File: src/rtl/canny_pkg.sv
// Shared edge-class encodings and helpers for the Canny pipeline stages.
package canny_pkg;

   localparam logic [1:0] EDGE_NONE    = 2'b00;
   localparam logic [1:0] EDGE_WEAK    = 2'b01;
   localparam logic [1:0] EDGE_STRONG  = 2'b10;
   localparam logic [7:0] EDGE_PIX_ON  = 8'd255;
   localparam logic [7:0] EDGE_PIX_OFF = 8'd0;

   typedef enum logic [0:0] {
      ST_RUN   = 1'b0,
      ST_FLUSH = 1'b1
   } trk_state_e;

   // The unused code 11 is folded to none so the buffers only ever hold legal classes.
   function automatic logic [1:0] norm_class(input logic [1:0] cls);
      logic [1:0] res;
      case (cls)
         EDGE_STRONG: res = EDGE_STRONG;
         EDGE_WEAK:   res = EDGE_WEAK;
         default:     res = EDGE_NONE;
      endcase
      return res;
   endfunction

endpackage

File: src/rtl/linebuf_2b.sv
// One-line delay of 2-bit edge classes; dout is the value written DEPTH steps ago.
module linebuf_2b #(
   parameter int DEPTH = 256
) (
   input  logic       clk,
   input  logic       rst_n,
   input  logic       en,
   input  logic [1:0] din,
   output logic [1:0] dout
);

   localparam int PW = (DEPTH > 1) ? $clog2(DEPTH) : 1;
   localparam logic [PW-1:0] PTR_LAST = PW'(DEPTH - 1);

   logic [1:0]    mem_r [DEPTH];
   logic [PW-1:0] ptr_r;

   assign dout = mem_r[ptr_r];

   // Circular pointer; read happens before the write at the same address.
   always_ff @(posedge clk) begin
      if (!rst_n) begin
         ptr_r <= '0;
      end else if (en) begin
         if (ptr_r == PTR_LAST) begin
            ptr_r <= '0;
         end else begin
            ptr_r <= ptr_r + PW'(1);
         end
      end else begin
         ptr_r <= ptr_r;
      end
   end

   // Storage is never cleared: stale rows are masked downstream by the row counter.
   always_ff @(posedge clk) begin
      if (en) begin
         mem_r[ptr_r] <= din;
      end
   end

endmodule

File: src/rtl/hysteresis_tracker.sv
// Single-pass hysteresis over a raster edge-class stream: weak pixels become
// edges only when an 8-neighbour is strong. Flushes the last row after each frame.
module hysteresis_tracker
   import canny_pkg::*;
#(
   parameter int IMG_W = 256,
   parameter int IMG_H = 256
) (
   input  logic       clk,
   input  logic       rst_n,
   input  logic       in_valid,
   input  logic [1:0] edge_type,
   output logic       in_ready,
   output logic       out_valid,
   output logic       edge_out,
   output logic [7:0] edge_pix,
   output logic       frame_done
);

   localparam int CW = $clog2(IMG_W);
   localparam int RW = $clog2(IMG_H);
   localparam int FW = $clog2(IMG_W + 2);
   localparam logic [CW-1:0] COL_LAST = CW'(IMG_W - 1);
   localparam logic [RW-1:0] ROW_LAST = RW'(IMG_H - 1);
   localparam logic [RW-1:0] ROW_PEN  = RW'(IMG_H - 2);
   localparam logic [FW-1:0] FL_LAST  = FW'(IMG_W);

   trk_state_e    state_r;
   logic [CW-1:0] col_r;
   logic [RW-1:0] row_r;
   logic [FW-1:0] flush_r;
   logic          in_ready_r;
   logic          out_valid_r;
   logic          edge_out_r;
   logic [7:0]    edge_pix_r;
   logic          frame_done_r;
   logic [1:0]    win_l_r [3];
   logic [1:0]    win_m_r [3];

   logic          step_s;
   logic          emit_s;
   logic [1:0]    pix_s;
   logic [1:0]    lb1_s;
   logic [1:0]    lb2_s;
   logic [1:0]    win_n_s [3];
   logic [RW-1:0] ctr_row_s;
   logic [CW-1:0] ctr_col_s;
   logic          top_ok_s, bot_ok_s, left_ok_s, right_ok_s;
   logic          nbr_strong_s;
   logic          edge_s;

   assign in_ready   = in_ready_r;
   assign out_valid  = out_valid_r;
   assign edge_out   = edge_out_r;
   assign edge_pix   = edge_pix_r;
   assign frame_done = frame_done_r;

   linebuf_2b #(.DEPTH(IMG_W)) u_lb1 (
      .clk  (clk),
      .rst_n(rst_n),
      .en   (step_s),
      .din  (pix_s),
      .dout (lb1_s)
   );

   linebuf_2b #(.DEPTH(IMG_W)) u_lb2 (
      .clk  (clk),
      .rst_n(rst_n),
      .en   (step_s),
      .din  (lb1_s),
      .dout (lb2_s)
   );

   // Pipeline step and window-centre coordinates; flush acts as virtual row IMG_H of none.
   always_comb begin
      step_s    = 1'b0;
      emit_s    = 1'b0;
      pix_s     = EDGE_NONE;
      ctr_row_s = '0;
      ctr_col_s = '0;
      case (state_r)
         ST_RUN: begin
            step_s = in_valid;
            pix_s  = norm_class(edge_type);
            emit_s = in_valid && ((row_r > RW'(1)) || ((row_r == RW'(1)) && (col_r != '0)));
            if (col_r == '0) begin
               ctr_row_s = row_r - RW'(2);
               ctr_col_s = COL_LAST;
            end else begin
               ctr_row_s = row_r - RW'(1);
               ctr_col_s = col_r - CW'(1);
            end
         end
         ST_FLUSH: begin
            step_s = 1'b1;
            emit_s = 1'b1;
            if (flush_r == '0) begin
               ctr_row_s = ROW_PEN;
               ctr_col_s = COL_LAST;
            end else begin
               ctr_row_s = ROW_LAST;
               ctr_col_s = CW'(flush_r - FW'(1));
            end
         end
         default: begin
            step_s = 1'b0;
            emit_s = 1'b0;
         end
      endcase
   end

   // Border mask and decision; index 0 of each window column is the row above the centre.
   always_comb begin
      win_n_s[0]   = lb2_s;
      win_n_s[1]   = lb1_s;
      win_n_s[2]   = pix_s;
      top_ok_s     = (ctr_row_s != '0);
      bot_ok_s     = (ctr_row_s != ROW_LAST);
      left_ok_s    = (ctr_col_s != '0);
      right_ok_s   = (ctr_col_s != COL_LAST);
      nbr_strong_s = (top_ok_s && left_ok_s  && (win_l_r[0] == EDGE_STRONG)) ||
                     (left_ok_s              && (win_l_r[1] == EDGE_STRONG)) ||
                     (bot_ok_s && left_ok_s  && (win_l_r[2] == EDGE_STRONG)) ||
                     (top_ok_s               && (win_m_r[0] == EDGE_STRONG)) ||
                     (bot_ok_s               && (win_m_r[2] == EDGE_STRONG)) ||
                     (top_ok_s && right_ok_s && (win_n_s[0] == EDGE_STRONG)) ||
                     (right_ok_s             && (win_n_s[1] == EDGE_STRONG)) ||
                     (bot_ok_s && right_ok_s && (win_n_s[2] == EDGE_STRONG));
      edge_s       = (win_m_r[1] == EDGE_STRONG) ||
                     ((win_m_r[1] == EDGE_WEAK) && nbr_strong_s);
   end

   // Window columns shift left each step; the incoming column stays combinational.
   always_ff @(posedge clk) begin
      if (!rst_n) begin
         for (int i = 0; i < 3; i++) begin
            win_l_r[i] <= EDGE_NONE;
            win_m_r[i] <= EDGE_NONE;
         end
      end else if (step_s) begin
         for (int i = 0; i < 3; i++) begin
            win_l_r[i] <= win_m_r[i];
            win_m_r[i] <= win_n_s[i];
         end
      end else begin
         for (int i = 0; i < 3; i++) begin
            win_l_r[i] <= win_l_r[i];
            win_m_r[i] <= win_m_r[i];
         end
      end
   end

   // Counters, RUN/FLUSH control and registered outputs.
   always_ff @(posedge clk) begin
      if (!rst_n) begin
         state_r      <= ST_RUN;
         col_r        <= '0;
         row_r        <= '0;
         flush_r      <= '0;
         in_ready_r   <= 1'b1;
         out_valid_r  <= 1'b0;
         edge_out_r   <= 1'b0;
         edge_pix_r   <= EDGE_PIX_OFF;
         frame_done_r <= 1'b0;
      end else begin
         out_valid_r  <= emit_s;
         edge_out_r   <= emit_s && edge_s;
         edge_pix_r   <= (emit_s && edge_s) ? EDGE_PIX_ON : EDGE_PIX_OFF;
         frame_done_r <= 1'b0;
         case (state_r)
            ST_RUN: begin
               if (in_valid) begin
                  if (col_r == COL_LAST) begin
                     col_r <= '0;
                     if (row_r == ROW_LAST) begin
                        row_r      <= '0;
                        state_r    <= ST_FLUSH;
                        in_ready_r <= 1'b0;
                     end else begin
                        row_r <= row_r + RW'(1);
                     end
                  end else begin
                     col_r <= col_r + CW'(1);
                  end
               end
            end
            ST_FLUSH: begin
               if (flush_r == FL_LAST) begin
                  flush_r      <= '0;
                  state_r      <= ST_RUN;
                  in_ready_r   <= 1'b1;
                  frame_done_r <= 1'b1;
               end else begin
                  flush_r <= flush_r + FW'(1);
               end
            end
            default: begin
               state_r    <= ST_RUN;
               flush_r    <= '0;
               in_ready_r <= 1'b1;
            end
         endcase
      end
   end

endmodule

File: config.mk
export PLATFORM = sky130hd
export DESIGN_NAME = hysteresis_tracker
export DESIGN_NICKNAME = d
export VERILOG_FILES = /design/src/rtl/canny_pkg.sv /design/src/rtl/linebuf_2b.sv /design/src/rtl/hysteresis_tracker.sv
export SDC_FILE = /design/constraint.sdc
export NUM_CORES = 1
export LEC_CHECK = 0
export BUFFER_PORTS_ARGS = -buffer_cell sky130_fd_sc_hd__buf_4
export CAP_MARGIN = 20
export CORE_MARGIN = 2
export CORE_UTILIZATION = 45
export CTS_CLUSTER_DIAMETER = 150
export CTS_CLUSTER_SIZE = 25
export DETAILED_ROUTE_END_ITERATION = 8
export GPL_TIMING_DRIVEN = 0
export MAX_ROUTING_LAYER = met4
export PLACE_DENSITY_LB_ADDON = 0.05
export SKIP_LAST_GASP = 1
export SLEW_MARGIN = 25
export SYNTH_ARGS = -nofsm -noshare
export SYNTH_HDL_FRONTEND = slang
export SYNTH_SLANG_ARGS = --single-unit
export TNS_END_PERCENT = 20
File: constraint.sdc
create_clock -name clk -period 24.3 [get_ports clk]
set_input_delay 2.43 -clock clk [delete_from_list [all_inputs] [get_ports clk]]
set_output_delay 2.43 -clock clk [all_outputs]
set_load 0.02 [all_outputs]
### After elaboration in Yosys (flattened, before gate mapping)

Memories as Yosys holds them, arrays and structs flattened. A register that Yosys moved wholly into a read port is not among the register bits.
Index checks and enable logic that the tools add are counted.

* bits in read-only memories: 0
* flip-flop bits (word level): 54
* logic and storage cells: 147
* memories: 4
* output and inout bits: 12
* bits in writable memories: 1036
* input bits: 5
* bits in latches: 0

* eq/ne operators: 24
* shift-type cells: 0
* divide/modulo/power cells: 0
* multipliers: 0
* reduce and logical (&&, ||, !) cells: 34
* add/sub/neg operators: 9
* bitwise operators: 13
* order comparisons: 1
* multiplexer cells: 51

Memories
* u_lb1.mem_r: words 256, width 2, read ports 1, clocked after Yosys merged registers in 1, wr ports 1, RTL line linebuf_2b.sv:15 `logic [1:0] mem_r [DEPTH];`
* u_lb2.mem_r: words 256, width 2, read ports 1, clocked after Yosys merged registers in 1, wr ports 1, RTL line linebuf_2b.sv:15
* win_l_r: words 3, width 2, read ports 3, clocked after Yosys merged registers in 0, wr ports 3, RTL line hysteresis_tracker.sv:37 `logic [1:0] win_l_r [3];`
* win_m_r: words 3, width 2, read ports 3, clocked after Yosys merged registers in 0, wr ports 3, RTL line hysteresis_tracker.sv:38 `logic [1:0] win_m_r [3];`

Operators with widths (count)
* 2-to-1 mux 8 bit: 12
* adder 8 x 1 -> 8 bit, second input constant: 4
* equality test 8 bit, second input constant: 4
* case mux 8 bit (2 select lines): 2
* 2-to-1 mux 2 bit: 13
* nonzero test 8 bit: 3
* subtractor 8 x 1 -> 8 bit, second input constant: 3
* equality test 2 bit, second input constant: 10
* 2-to-1 mux 1 bit: 18
* logical AND 1 bit: 16
* != test 8 bit, second input constant: 2
* OR 1 bit: 12
* adder 9 x 1 -> 9 bit, second input constant: 1
* equality test 9 bit, second input constant: 1
* zero test 9 bit: 1
* logical OR 1 bit: 9
* 2-to-1 mux 9 bit: 1
* equality test 8 x 1 -> 1 bit, second input constant: 1
* > comparator 8 x 1 -> 1 bit, second input constant: 1
* zero test 8 bit: 1
* case mux 1 bit (2 select lines): 4
* subtractor 8 x 2 -> 8 bit, second input constant: 1
* != test 2 bit, second input constant: 3
* equality test 2 x 1 -> 1 bit, second input constant: 2
* other kinds (6): 7

### Depth between registers and ports, before layout

* depth after elaboration: 17
* depth in mapped cells: 13
* depth with buffers taken out: 10

### Hierarchy

Synthesis repeated with hierarchy kept, for this count alone.

* cells, all modules: 2992
* area, all modules: 46211.8 um^2

By module, submodules not included
* linebuf_2b: area an instance 21707.1 um^2, cells an instance 1333, instances 2, seq. area each 15695.1 um^2
* hysteresis_tracker: area an instance 2797.7 um^2, cells an instance 326, instances 1, seq. area each 960.9 um^2

### Worst setup path before layout

OpenSTA, ideal clock, no wires.

* path type: input port to flip-flop
* from: in edge_type[1]
* to: mem u_lb1.mem_r[0][0], data pin
* buffers on the path: 0
* arrival: 12.664 ns
* setup slack: 9.413 ns
* setup time: 2.223 ns
* stages: 1
* required time: 22.077 ns
* path through: nor3b_1

* longest elaborated chain between the ends: 3
* elaborated cells on any way between the ends: 4
* classes of those cells: eq/ne: 2; mux: 2

RTL lines
* start: declaration: RTL line hysteresis_tracker.sv:12 `input logic [1:0] edge_type,`
* equality test 2 x 1 -> 1 bit or equality test 2 bit (tied branches): RTL line canny_pkg.sv:18 `case (cls)`
* case mux 2 bit (2 select lines) (*): RTL line canny_pkg.sv:18
* 2-to-1 mux 2 bit (*): RTL line hysteresis_tracker.sv:81 `case (state_r)`
* end: declaration: RTL line linebuf_2b.sv:15

Every way passes the cells marked *; elsewhere a longest branch is shown, timed or not.

==> impl_metrics.py <==
metrics = {
    "yosys": {
        "yosysTopAreaCell": "edfxtp_1",
        "synth_edf_count": 1036,
        "syn_nets": 3056,
        "ys_seq_elements": 1098,
        "ys.warnings.count": 0,
        "ys_top_cells_by_area": "edfxtp_1 (67%), mux4_2 (8.1%), nor2_1 (4.9%)",
        "ys.flop_type": "edfxtp_1",
        "netlist.area_leader.share": 0.674,
        "ys_types": 78,
        "synth.most_common_cell": "edfxtp_1",
        "synth_area_um2": 46200,
        "syn_inst": 3033,
        "synth_common_cells": "edfxtp_1 (1036), nor2_1 (602), mux2i_1 (205)",
        "syn-mean-instance-area_um2": 15.2,
        "yosysSeqAreaShare": 0.701,
        "async_flop_share": 0,
    },
    "critical_path": {
        "crit_family": "buffers and inverters",
        "cp_cell_sequence": "clkbuf_1, clkbuf_1, clkbuf_1, mux4_2, a211oi_1, a22o_1, nor2_4, buf_12, buf_16, buf_16",
        "ff2ff_setup_slack_ns": 18.94,
        "required_ns": 24.71,
        "cp.arrival_ns": 5.78,
        "crit_slowest_cell": "clkbuf_1",
        "worstSetupStartpointType": "register",
        "cpPeakStageDelay_ns": 0.85,
        "crit_fanout": 30,
        "crit_path_frequent_cell": "clkbuf_1",
        "worst-path-buf-inv": 6,
        "rr_worst_depth": 10,
        "cp_num_cells": 10,
        "critPathKind": "register to register",
        "reg2reg_to": "u_lb2.mem_r[10][0]",
        "endpoint_kind": "register",
    },
    "pwr": {
        "seq_power_share": 0.630,
        "comb_power_share": 0.084,
        "irDropWorstVdd_mv": 0.0598,
        "pwr-share-clk": 0.287,
        "power_switching_uw": 768,
        "leakage_nw": 15.2,
        "switching_share": 0.230,
        "p_int_mw": 2.57,
        "cellPowerDensity_nw_per_um2": 66.7,
    },
    "cells_and_area": {
        "nets": 3181,
        "fin_cells": 4547,
        "layout-drive-gt1-share": 0.133,
        "areaGrowthSynthToFinish_pct": 8.33,
        "utilization": 0.491,
    },
    "clock_network": {
        "htreeDepth": 2,
        "cts_resized": 0,
        "postCtsSetupBuffers": 0,
        "numCtsBuffers": 49,
        "cts_tree": "built",
        "clk_latency_ns": 0.70,
        "cts_sinks": 1098,
        "path_clk_slew_ns": 0.10,
        "holdBufCountCts": 0,
        "cts_root_buf": "clkbuf_16",
        "clock_path_buffers": 3,
    },
    "grt": {
        "antenna_found_initial": 1,
        "grt_pass1_vias": 27868,
        "grt_max_degree": 130,
        "grt_pass1_wl_mm": 203,
        "grt_overflow": 0,
        "grt_util_all_layers": 0.283,
    },
    "routing": {
        "drc_errors": 0,
        "wire_per_inst_um": 31.7,
        "dr.pass1.iters": 7,
        "drt_wl_total_mm": 144,
        "vias_per_cell": 6.06,
        "drtIter0Drc": 3169,
        "ant_nets": 0,
        "via_count": 27564,
    },
    "run": {
        "max-cap-violations": 0,
    },
    "floorplanning": {
        "core.rowCount": 117,
        "dieWidth_um": 324,
        "start_util": 0.454,
        "ioPinCount": 17,
        "fp.dieH_um": 324,
        "die_area_um2": 105000,
        "coreArea_um2": 102000,
    },
    "sta": {
        "tns_ns": 0,
        "drv_slew": 0,
        "period_share": 0.221,
        "fin_skew_ns": 0.0380,
        "fin_crit_ns": 5.36,
        "finalHoldViolations": 0,
        "worstMarginPinSlew_ns": 1.14,
        "max_freq_ghz": 0.186,
        "setup_viol_count_final": 0,
        "slew_headroom": 0.237,
        "rsz0062_at_grt": "false",
    },
    "place": {
        "dp_hpwl_mm": 100,
        "gp_congestion": 0.963,
        "dp_cells": 4474,
        "io_buffers": 16,
    },
    "worst_hold_path": {
        "min-delay-start": "in_ready",
        "holdPathStages": 1,
        "min_path_type": "register to register",
        "holdPathEnd": "in_ready",
    },
    "status": {
        "status": "finished clean",
    },
}
stage by stage:
step	power, mW	hold slack, ns	area, um2	setup slack (ns)
6_report	3.34	0.467	50000	18.94
5_1_grt	3.42	0.512	50000	18.75
4_1_cts	3.35	0.469	50000	18.98
3_5_place_dp	2.42	0.446	48700	18.70
3_3_place_gp	2.44	0.442	48000	-1.33
2_1_floorplan	2.31	0.498	46200	9.41
layout by cell type, fill, tap and decap left out, types with 13 or more instances in the layout:
master     Yosys  final
o22ai_1       46     46
nor2b_1       34     34
a22oi_1       29     29
nor2_1       602    600
nand2b_1      14     14
clkbuf_2       3     25
a21oi_1       35     35
edfxtp_1    1036   1036
nor4_1        15     14
clkbuf_1     133    130
buf_2         31     31
nor3_1        28     27
clkbuf_16      0     49
ha_1          18     18
mux4_2       166    166
a211oi_1      14     14
dfxtp_1       62     62
inv_1         25     24
a22o_1        13     13
xor2_1        25     25
buf_4         42    101
nand4_1       21     21
xnor2_1       16     16
mux2i_1      205    205
and3_1        25     25
nand2_1      103    103
nand3_1       85     85
o21ai_0       36     35
worst max path at each step:
stage | startpoint | end | slack (ns)
after floorplan | edge_type[1] | u_lb1.mem_r[0][0] | 9.41
after global placement | edge_type[1] | u_lb1.mem_r[174][0] | -1.33
after detailed placement | in_valid | u_lb2.mem_r[182][0] | 18.70
after CTS | register | u_lb2.mem_r[10][0] | 18.98
after global routing | register | u_lb2.mem_r[48][1] | 18.75
final | register | u_lb2.mem_r[10][0] | 18.94
worst reg2reg max path, delay by kind of cell (launching register included):
| kind | cells | cell delay [ns] |
|---|---|---|
| AO/OA/AOI/OAI | 2 | 1.24 |
| buffers and inverters | 6 | 2.57 |
| flip-flops | 1 | 0.61 |
| AND/OR/NAND/NOR | 1 | 0.19 |
| multiplexers | 1 | 0.47 |
area by class of cell:
class                           count  area (um2)
Multi-Input combinational cell   1691       12700
Timing Repair Buffer               74         744
Clock buffer                       68        1300
Clock inverter                      3        21.3
Antenna cell                        1        2.50
Inverter                           27         109
Buffer                            217        1060
Sequential cell                  1098       32400
Fill cell                        8788       51700
Tap cell                         1368        1710
power by group through the flow:
| stage | sequential (mW) | clock (mW) | combinational [mW] |
|---|---|---|---|
| 6_report | 2.10 | 0.956 | 0.280 |
| 2_1_floorplan | 2.16 | 0 | 0.148 |
| 3_5_place_dp | 2.14 | 0 | 0.280 |
| 5_1_grt | 2.10 | 1.03 | 0.293 |
| 4_1_cts | 2.10 | 0.968 | 0.280 |
| 3_3_place_gp | 2.19 | 0 | 0.249 |
flip-flops by register name, indices dropped and copies added, names as in the netlist, 6 cells and up, named ones only:
register,flops
u_lb1.mem_r,512
win_m_r,6
col_r,8
u_lb1.ptr_r,8
u_lb2.ptr_r,8
win_l_r,6
flush_r,9
row_r,8
u_lb2.mem_r,512
kinds of logic after synthesis:
kind of cell,count (synthesis),synth area share
AOI/OAI and AO/OA,262,0.0395
DFF,1098,0.701
muxes,378,0.127
buffers and inverters,244,0.0247
xor gates and xnor gates,41,0.00778
and+or+nand+nor,992,0.0952
adders and majority gates,18,0.00488
per-layer routing:
layer	track usage	wire length, um	up-vias
li1	-	-	11787
met3	0.0288	8060	272
met4	0.107	6050	0
met1	0.355	57300	14387
met2	0.479	72500	1118
met5	-	0	-
Power figures use the tool's default switching activity.
